`src/rtl/uart_stim_gen_pkg.sv`:
```
// Shared types for the UART stimulus generator: sequencer/frame states and frame constants.
package uart_stim_gen_pkg;

    localparam int unsigned UART_BITS = 8;

    typedef enum logic [3:0] {
        WAIT,
        PULSE,
        POST,
        IDLE,
        START,
        DATA,
        STOP,
        GAP,
        DONE
    } state_t;

endpackage

```
`src/rtl/uart_tx_frame.sv`:
```
// Serialises one byte per load as an 8N1 frame followed by GAP_BITS idle bit times.
module uart_tx_frame
    import uart_stim_gen_pkg::*;
#(
    parameter int unsigned CLK_PER_BIT = 868,
    parameter int unsigned GAP_BITS    = 1
) (
    input  logic                 clk,
    input  logic                 rstn,
    input  logic                 start,
    input  logic [UART_BITS-1:0] data,
    output logic                 rxd,
    output logic                 last
);

    localparam int unsigned TW = $clog2(CLK_PER_BIT) + 1;
    localparam int unsigned BW = $clog2(UART_BITS);
    localparam int unsigned GW = (GAP_BITS > 1) ? $clog2(GAP_BITS) : 1;
    localparam logic [TW-1:0] BIT_LAST  = TW'(CLK_PER_BIT - 1);
    localparam logic [BW-1:0] DATA_LAST = BW'(UART_BITS - 1);
    localparam logic [GW-1:0] GAP_LAST  = GW'((GAP_BITS > 0) ? GAP_BITS - 1 : 0);

    state_t               phase_q, phase_d;
    logic [TW-1:0]        tmr_q, tmr_d;
    logic [BW-1:0]        bit_q, bit_d;
    logic [GW-1:0]        gap_q, gap_d;
    logic [UART_BITS-1:0] shift_q, shift_d;
    logic                 bit_end;

    assign bit_end = (tmr_q == BIT_LAST);

    // Final clock of the frame; a new load on this clock makes frames back-to-back.
    assign last = bit_end && (((phase_q == STOP) && (GAP_BITS == 0)) ||
                              ((phase_q == GAP) && (gap_q == GAP_LAST)));

    always_comb begin
        phase_d = phase_q;
        tmr_d   = tmr_q;
        bit_d   = bit_q;
        gap_d   = gap_q;
        shift_d = shift_q;
        rxd     = 1'b1;
        if (phase_q != IDLE) begin
            tmr_d = bit_end ? '0 : tmr_q + 1'b1;
        end
        case (phase_q)
            START: begin
                rxd = 1'b0;
                if (bit_end) begin
                    phase_d = DATA;
                    bit_d   = '0;
                end
            end
            DATA: begin
                rxd = shift_q[0];
                if (bit_end) begin
                    shift_d = shift_q >> 1;
                    if (bit_q == DATA_LAST) phase_d = STOP;
                    else                    bit_d   = bit_q + 1'b1;
                end
            end
            STOP: begin
                if (bit_end) begin
                    if (GAP_BITS == 0) begin
                        phase_d = IDLE;
                    end else begin
                        phase_d = GAP;
                        gap_d   = '0;
                    end
                end
            end
            GAP: begin
                if (bit_end) begin
                    if (gap_q == GAP_LAST) phase_d = IDLE;
                    else                   gap_d   = gap_q + 1'b1;
                end
            end
            default: phase_d = IDLE;
        endcase
        if (start && ((phase_q == IDLE) || last)) begin
            phase_d = START;
            shift_d = data;
            tmr_d   = '0;
        end
    end

    always_ff @(posedge clk or negedge rstn) begin
        if (!rstn) begin
            phase_q <= IDLE;
            tmr_q   <= '0;
            bit_q   <= '0;
            gap_q   <= '0;
            shift_q <= '0;
        end else begin
            phase_q <= phase_d;
            tmr_q   <= tmr_d;
            bit_q   <= bit_d;
            gap_q   <= gap_d;
            shift_q <= shift_d;
        end
    end

endmodule

```
`src/rtl/uart_stim_gen.sv`:
```
// Simulation stimulus source: delayed start pulse, then up to DEPTH buffered bytes sent as 8N1 on rxd.
module uart_stim_gen
    import uart_stim_gen_pkg::*;
#(
    parameter int unsigned CLK_PER_BIT = 868,
    parameter int unsigned START_DELAY = 10,
    parameter int unsigned PULSE_LEN   = 1,
    parameter int unsigned POST_PULSE  = 16,
    parameter int unsigned GAP_BITS    = 1,
    parameter int unsigned DEPTH       = 64,
    parameter int unsigned AW          = $clog2(DEPTH)
) (
    input  logic                 clk,
    input  logic                 rstn,
    input  logic                 enable,
    input  logic [AW:0]          byte_count,
    input  logic                 wr_en,
    input  logic [AW-1:0]        wr_addr,
    input  logic [UART_BITS-1:0] wr_data,
    output logic                 start_pulse,
    output logic                 rxd,
    output logic                 busy,
    output logic                 done,
    output logic [AW:0]          byte_idx
);

    localparam int unsigned IW = AW + 1;
    localparam logic [IW-1:0] DEPTH_W = IW'(DEPTH);

    logic [UART_BITS-1:0] mem_q [DEPTH];

    state_t               state_q, state_d;
    logic [31:0]          cnt_q, cnt_d;
    logic [IW-1:0]        n_bytes_q, n_bytes_d;
    logic [IW-1:0]        byte_idx_q, byte_idx_d;
    logic                 tx_start;
    logic                 tx_last;
    logic [UART_BITS-1:0] tx_data;

    always_ff @(posedge clk) begin
        if (wr_en) mem_q[wr_addr] <= wr_data;
    end

    // START here means "a frame is in flight"; the bit-level phases live in uart_tx_frame.
    always_comb begin
        state_d    = state_q;
        cnt_d      = cnt_q;
        n_bytes_d  = n_bytes_q;
        byte_idx_d = byte_idx_q;
        tx_start   = 1'b0;
        case (state_q)
            WAIT: begin
                if (cnt_q == 32'(START_DELAY - 1)) begin
                    cnt_d     = '0;
                    state_d   = PULSE;
                    n_bytes_d = (byte_count > DEPTH_W) ? DEPTH_W : byte_count;
                end else begin
                    cnt_d = cnt_q + 1'b1;
                end
            end
            PULSE: begin
                if (cnt_q == 32'(PULSE_LEN - 1)) begin
                    cnt_d = '0;
                    if (POST_PULSE != 0)      state_d = POST;
                    else if (n_bytes_q == '0) state_d = DONE;
                    else                      state_d = IDLE;
                end else begin
                    cnt_d = cnt_q + 1'b1;
                end
            end
            POST: begin
                if (cnt_q == 32'(POST_PULSE - 1)) begin
                    cnt_d   = '0;
                    state_d = (n_bytes_q == '0) ? DONE : IDLE;
                end else begin
                    cnt_d = cnt_q + 1'b1;
                end
            end
            IDLE: begin
                if (enable) begin
                    tx_start = 1'b1;
                    state_d  = START;
                end
            end
            START: begin
                // Chain straight into the next frame so frame spacing has no idle clock.
                if (tx_last) begin
                    byte_idx_d = byte_idx_q + 1'b1;
                    if (byte_idx_d == n_bytes_q) begin
                        state_d = DONE;
                    end else if (enable) begin
                        tx_start = 1'b1;
                    end else begin
                        state_d = IDLE;
                    end
                end
            end
            DONE: ;
            default: state_d = WAIT;
        endcase
    end

    assign tx_data = mem_q[byte_idx_d[AW-1:0]];

    always_ff @(posedge clk or negedge rstn) begin
        if (!rstn) begin
            state_q    <= WAIT;
            cnt_q      <= '0;
            n_bytes_q  <= '0;
            byte_idx_q <= '0;
        end else begin
            state_q    <= state_d;
            cnt_q      <= cnt_d;
            n_bytes_q  <= n_bytes_d;
            byte_idx_q <= byte_idx_d;
        end
    end

    uart_tx_frame #(
        .CLK_PER_BIT (CLK_PER_BIT),
        .GAP_BITS    (GAP_BITS)
    ) u_tx (
        .clk   (clk),
        .rstn  (rstn),
        .start (tx_start),
        .data  (tx_data),
        .rxd   (rxd),
        .last  (tx_last)
    );

    assign start_pulse = (state_q == PULSE);
    assign busy        = (state_q != WAIT) && (state_q != DONE);
    assign done        = (state_q == DONE);
    assign byte_idx    = byte_idx_q;

endmodule

```
`config.mk`:
```
export PLATFORM = sky130hd
export DESIGN_NAME = uart_stim_gen
export DESIGN_NICKNAME = d
export VERILOG_FILES = /design/src/rtl/uart_stim_gen_pkg.sv /design/src/rtl/uart_tx_frame.sv /design/src/rtl/uart_stim_gen.sv
export SDC_FILE = /design/constraint.sdc
export NUM_CORES = 1
export LEC_CHECK = 0
export BUFFER_PORTS_ARGS = -buffer_cell sky130_fd_sc_hd__buf_2
export CAP_MARGIN = 0
export CELL_PAD_IN_SITES_DETAIL_PLACEMENT = 2
export CELL_PAD_IN_SITES_GLOBAL_PLACEMENT = 2
export CORE_UTILIZATION = 45
export CTS_BUF_LIST = sky130_fd_sc_hd__clkbuf_8
export DETAILED_ROUTE_END_ITERATION = 7
export GPL_TIMING_DRIVEN = 0
export PLACE_DENSITY = 0.76
export SLEW_MARGIN = 5
export SYNTH_ARGS = -nofsm -noshare
export SYNTH_HDL_FRONTEND = slang
export SYNTH_SLANG_ARGS = --single-unit
```
`constraint.sdc`:
```
create_clock -name clk -period 10.8 [get_ports clk]
set_clock_uncertainty 0.2 [all_clocks]
set_input_delay 1.62 -clock clk [delete_from_list [all_inputs] [get_ports clk]]
set_output_delay 1.62 -clock clk [all_outputs]
set_load 0.1 [all_outputs]
```
==> flow_summary.toml <==
[run_status]
status = "finished, violations left"
failed_checks = "capacitance limit, slew limit"

[power]
seqPwrFrac = 0.560
p_switching_mw = 1.09
p_comb_frac = 0.028
leakage_nw = 9.84
powerDensity_nw_per_um2 = 163
clkPwrFrac = 0.411
swShare = 0.241
p_int_mw = 3.43
ir_drop_v = 0.000125

[clock_network]
cts_buffers = 98
cts_tree = "done"
postCtsSetupRepairBufs = 0
clkSinkCount = 587
cts-root-buf = "clkbuf_8"
h-tree-depth = 3
post_cts_resized = 0
cts_buffer_depth = 3
insertion_delay_ps = 730
clk_pin_slew_worst_paths_ps = 70
cts_hold_buf = 0

[detailed_routing]
vias_per_cell = 6.80
num_vias = 19532
wl_per_cell_um = 37.9
final_antenna_net_count = 0
drt-initial-drc-count = 2790
drcViolationCount = 0
wl_um = 109000
drtPass1Iterations = 6

[yosys]
synth.area.mux_share = 0.0144
netlist_area_um2 = 24900
synth_seq_cells = 587
yosysTopAreaCell = "edfxtp_1"
yosys-top-cells-area = "edfxtp_1 62%, dfrtp_1 7.3%, nand2_1 5.2%, and3_1 2.7%, a211oi_1 2.6%"
synthArstFlopShare = 0.128
synth_fa_ha_area_frac = 0.00352
synth_top_family_by_area = "simple AND/OR/NAND/NOR gates"
synth_ff_type = "edfxtp_1"
synth_xor_xnor_area_share = 0.0141
ys_seq_area_frac = 0.694
synth_cell_types = 77
yosys.area_share.simple = 0.148
synth_compound_area_frac = 0.101
synth_top_area_frac = 0.618
syn-instance-count = 1959
synth.avg_cell_area_um2 = 12.7
ys_warn_count = 0
syn_nets = 1991
synth_edf_count = 512

[worst_setup_path]
critical_path_class = "register to register"
endpoint_kind = "register"
startpoint_type = "register"
ff2ff_setup_slack_ps = 4220
rr_worst_depth = 13
cp.arrival_ps = 6960
critPathRequiredTime_ps = 11170
path_max_fanout = 10
crit_chain = "ha_1 -> or4b_4 -> or4_1 -> buf_2 -> nor2_2 -> xnor2_1 -> clkbuf_1 -> clkbuf_1 -> clkbuf_1 -> a31oi_1 -> o211a_1 -> a41oi_1 -> o41ai_1"
slowest_delay_ps = 860
timing.rr.end = "u_tx.shift_q[3]"
reg2reg_from = "u_tx.tmr_q[0]"
crit_slowest_cell = "clkbuf_1"
cpMostUsedCell = "clkbuf_1"

[place]
place_hpwl_um = 70100
dp_cells = 2688
post-place-ws_ps = 4630
gp_congestion = 0.906
port_buffers = 31

[min_path]
hp-class = "register to register"
whs_endpoint = "u_tx.tmr_q[9]"
min-delay-start = "u_tx.tmr_q[9]"
whs_path_depth = 1

[timing]
post-route-min-period_ps = 6580
worstMarginPinSlew_ps = 1500
rsz0062_at_grt = "false"
final-setup-viol-count = 0
fin_crit_sh = 0.610
layout_setup_ws_ps = 4220
hold_viol = 0
final_max_slew_viol_count = 10
max_slew_margin = -0.00603
finalSetupTns_ps = 0
max_freq_ghz = 0.152

[finish]
multi_input_area_um2 = 7010
layout_commonest_cell = "edfxtp_1"
areaGrowthSynthToFinish_pct = 11.5
fill_cells = 5205
regArea_um2 = 17300
stdcell_count = 2873
final_cell_mix = "512 x edfxtp_1, 347 x nand2_1, 112 x nand3_1"
nets = 2125
drive_gt1_frac = 0.105

[grt]
grt_pass1_vias = 20810
antenna_found_initial = 2
grt_max_degree = 65
grt_pass1_wl_um = 152000
grt.overflow.total = 0
grt_usage = 0.389

[die]
fp.dieH_um = 237
coreArea_um2 = 54200
initial_core_util = 0.459
io_pins = 36
fp-row-count = 85
die_w_um = 237
dieArea_um2 = 56200

[run]
maxCapViolCount = 3
kinds of logic (layout without fill, tap and decap cells):
group / Yosys count / count (layout)
compound gates: 359 / 359
simple gates: 783 / 783
other cells: 0 / 4
flops: 587 / 587
fa+ha+maj: 7 / 7
xor+xnor: 40 / 40
buf+inv: 149 / 363
mux: 34 / 34
synthesized netlist by cell type (9+ instances only):
library cell,n
xor2_1,11
nor2_1,110
or3_1,10
clkbuf_1,78
nand3b_1,9
o22ai_1,16
and3_1,109
inv_1,19
buf_2,40
xnor2_1,29
nand4_1,10
o21ai_0,47
a31oi_1,51
nor4_1,13
dfrtp_1,73
nand2_1,347
nor3_1,18
or4_1,10
a21oi_1,51
a211oi_1,87
a311oi_1,19
edfxtp_1,512
mux2i_1,28
nand3_1,112
worst max-delay path by stage:
stage,startpoint,to,slack [ps],cells past startpoint
after detailed placement,u_tx.tmr_q[0],u_tx.shift_q[3],4630,13
after CTS,u_tx.tmr_q[0],u_tx.shift_q[3],4530,13
after global placement,u_tx.tmr_q[0],u_tx.shift_q[3],4700,13
final,u_tx.tmr_q[0],u_tx.shift_q[3],4220,13
after floorplan,state_q[0],done,6180,3
after global routing,u_tx.tmr_q[0],u_tx.shift_q[3],4310,13
layer usage:
metal	vias up	global-route usage	part of all wire	wire, µm
met2	1406	0.611	0.46	50100
met3	370	0.0996	0.11	12100
met5	-	0	0	0
met1	10058	0.496	0.37	40300
met4	0	0.208	0.058	6360
li1	7698	-	-	-
worst max-delay path, delay by kind of cell (launching register included):
kind,cells,cell delay (ps)
buffers and inverters,4,2630
XOR/XNOR,1,370
flip-flops,1,380
AO/OA/AOI/OAI,4,1360
AND/OR/NAND/NOR,3,1270
adder cells (fa/ha/maj),1,230
stage by stage:
step | total power, mW | utilization | area, µm² | hold WS [ps]
5_1_grt | 4.60 | 0.511 | 27700 | 312
4_1_cts | 4.50 | 0.511 | 27700 | 303
2_1_floorplan | 2.62 | - | 24900 | 243
3_3_place_gp | 2.68 | 0.478 | 25900 | 260
3_5_place_dp | 2.70 | 0.479 | 26000 | 273
6_report | 4.51 | 0.511 | 27700 | 300
registers in the layout, indices dropped and copies added (netlist names):
signal / flops
mem_q: 512
cnt_q: 32
u_tx.tmr_q: 11
u_tx.shift_q: 8
byte_idx: 7
n_bytes_q: 7
state_q: 4
u_tx.bit_q: 3
u_tx.phase_q: 3
power by group through the flow:
stage	combinational [mW]	clock [mW]	sequential, mW
finish	0.128	1.86	2.53
global route	0.135	1.93	2.53
CTS	0.125	1.85	2.53
detailed placement	0.125	0	2.58
global placement	0.112	0	2.57
floorplan	0.0548	0	2.56
area by class of cell:
| type | instances | area share |
|---|---|---|
| well taps | 696 | 0.0314 |
| multi-input cells | 1223 | 0.253 |
| clock inverters | 78 | 0.0121 |
| plain buffers | 126 | 0.0198 |
| flip-flops and latches | 587 | 0.622 |
| inverters | 23 | 0.00311 |
| repair buffers | 34 | 0.00776 |
| diodes | 4 | 0.000361 |
| clock buffers | 102 | 0.0506 |
(Power assumes the default switching activity.)
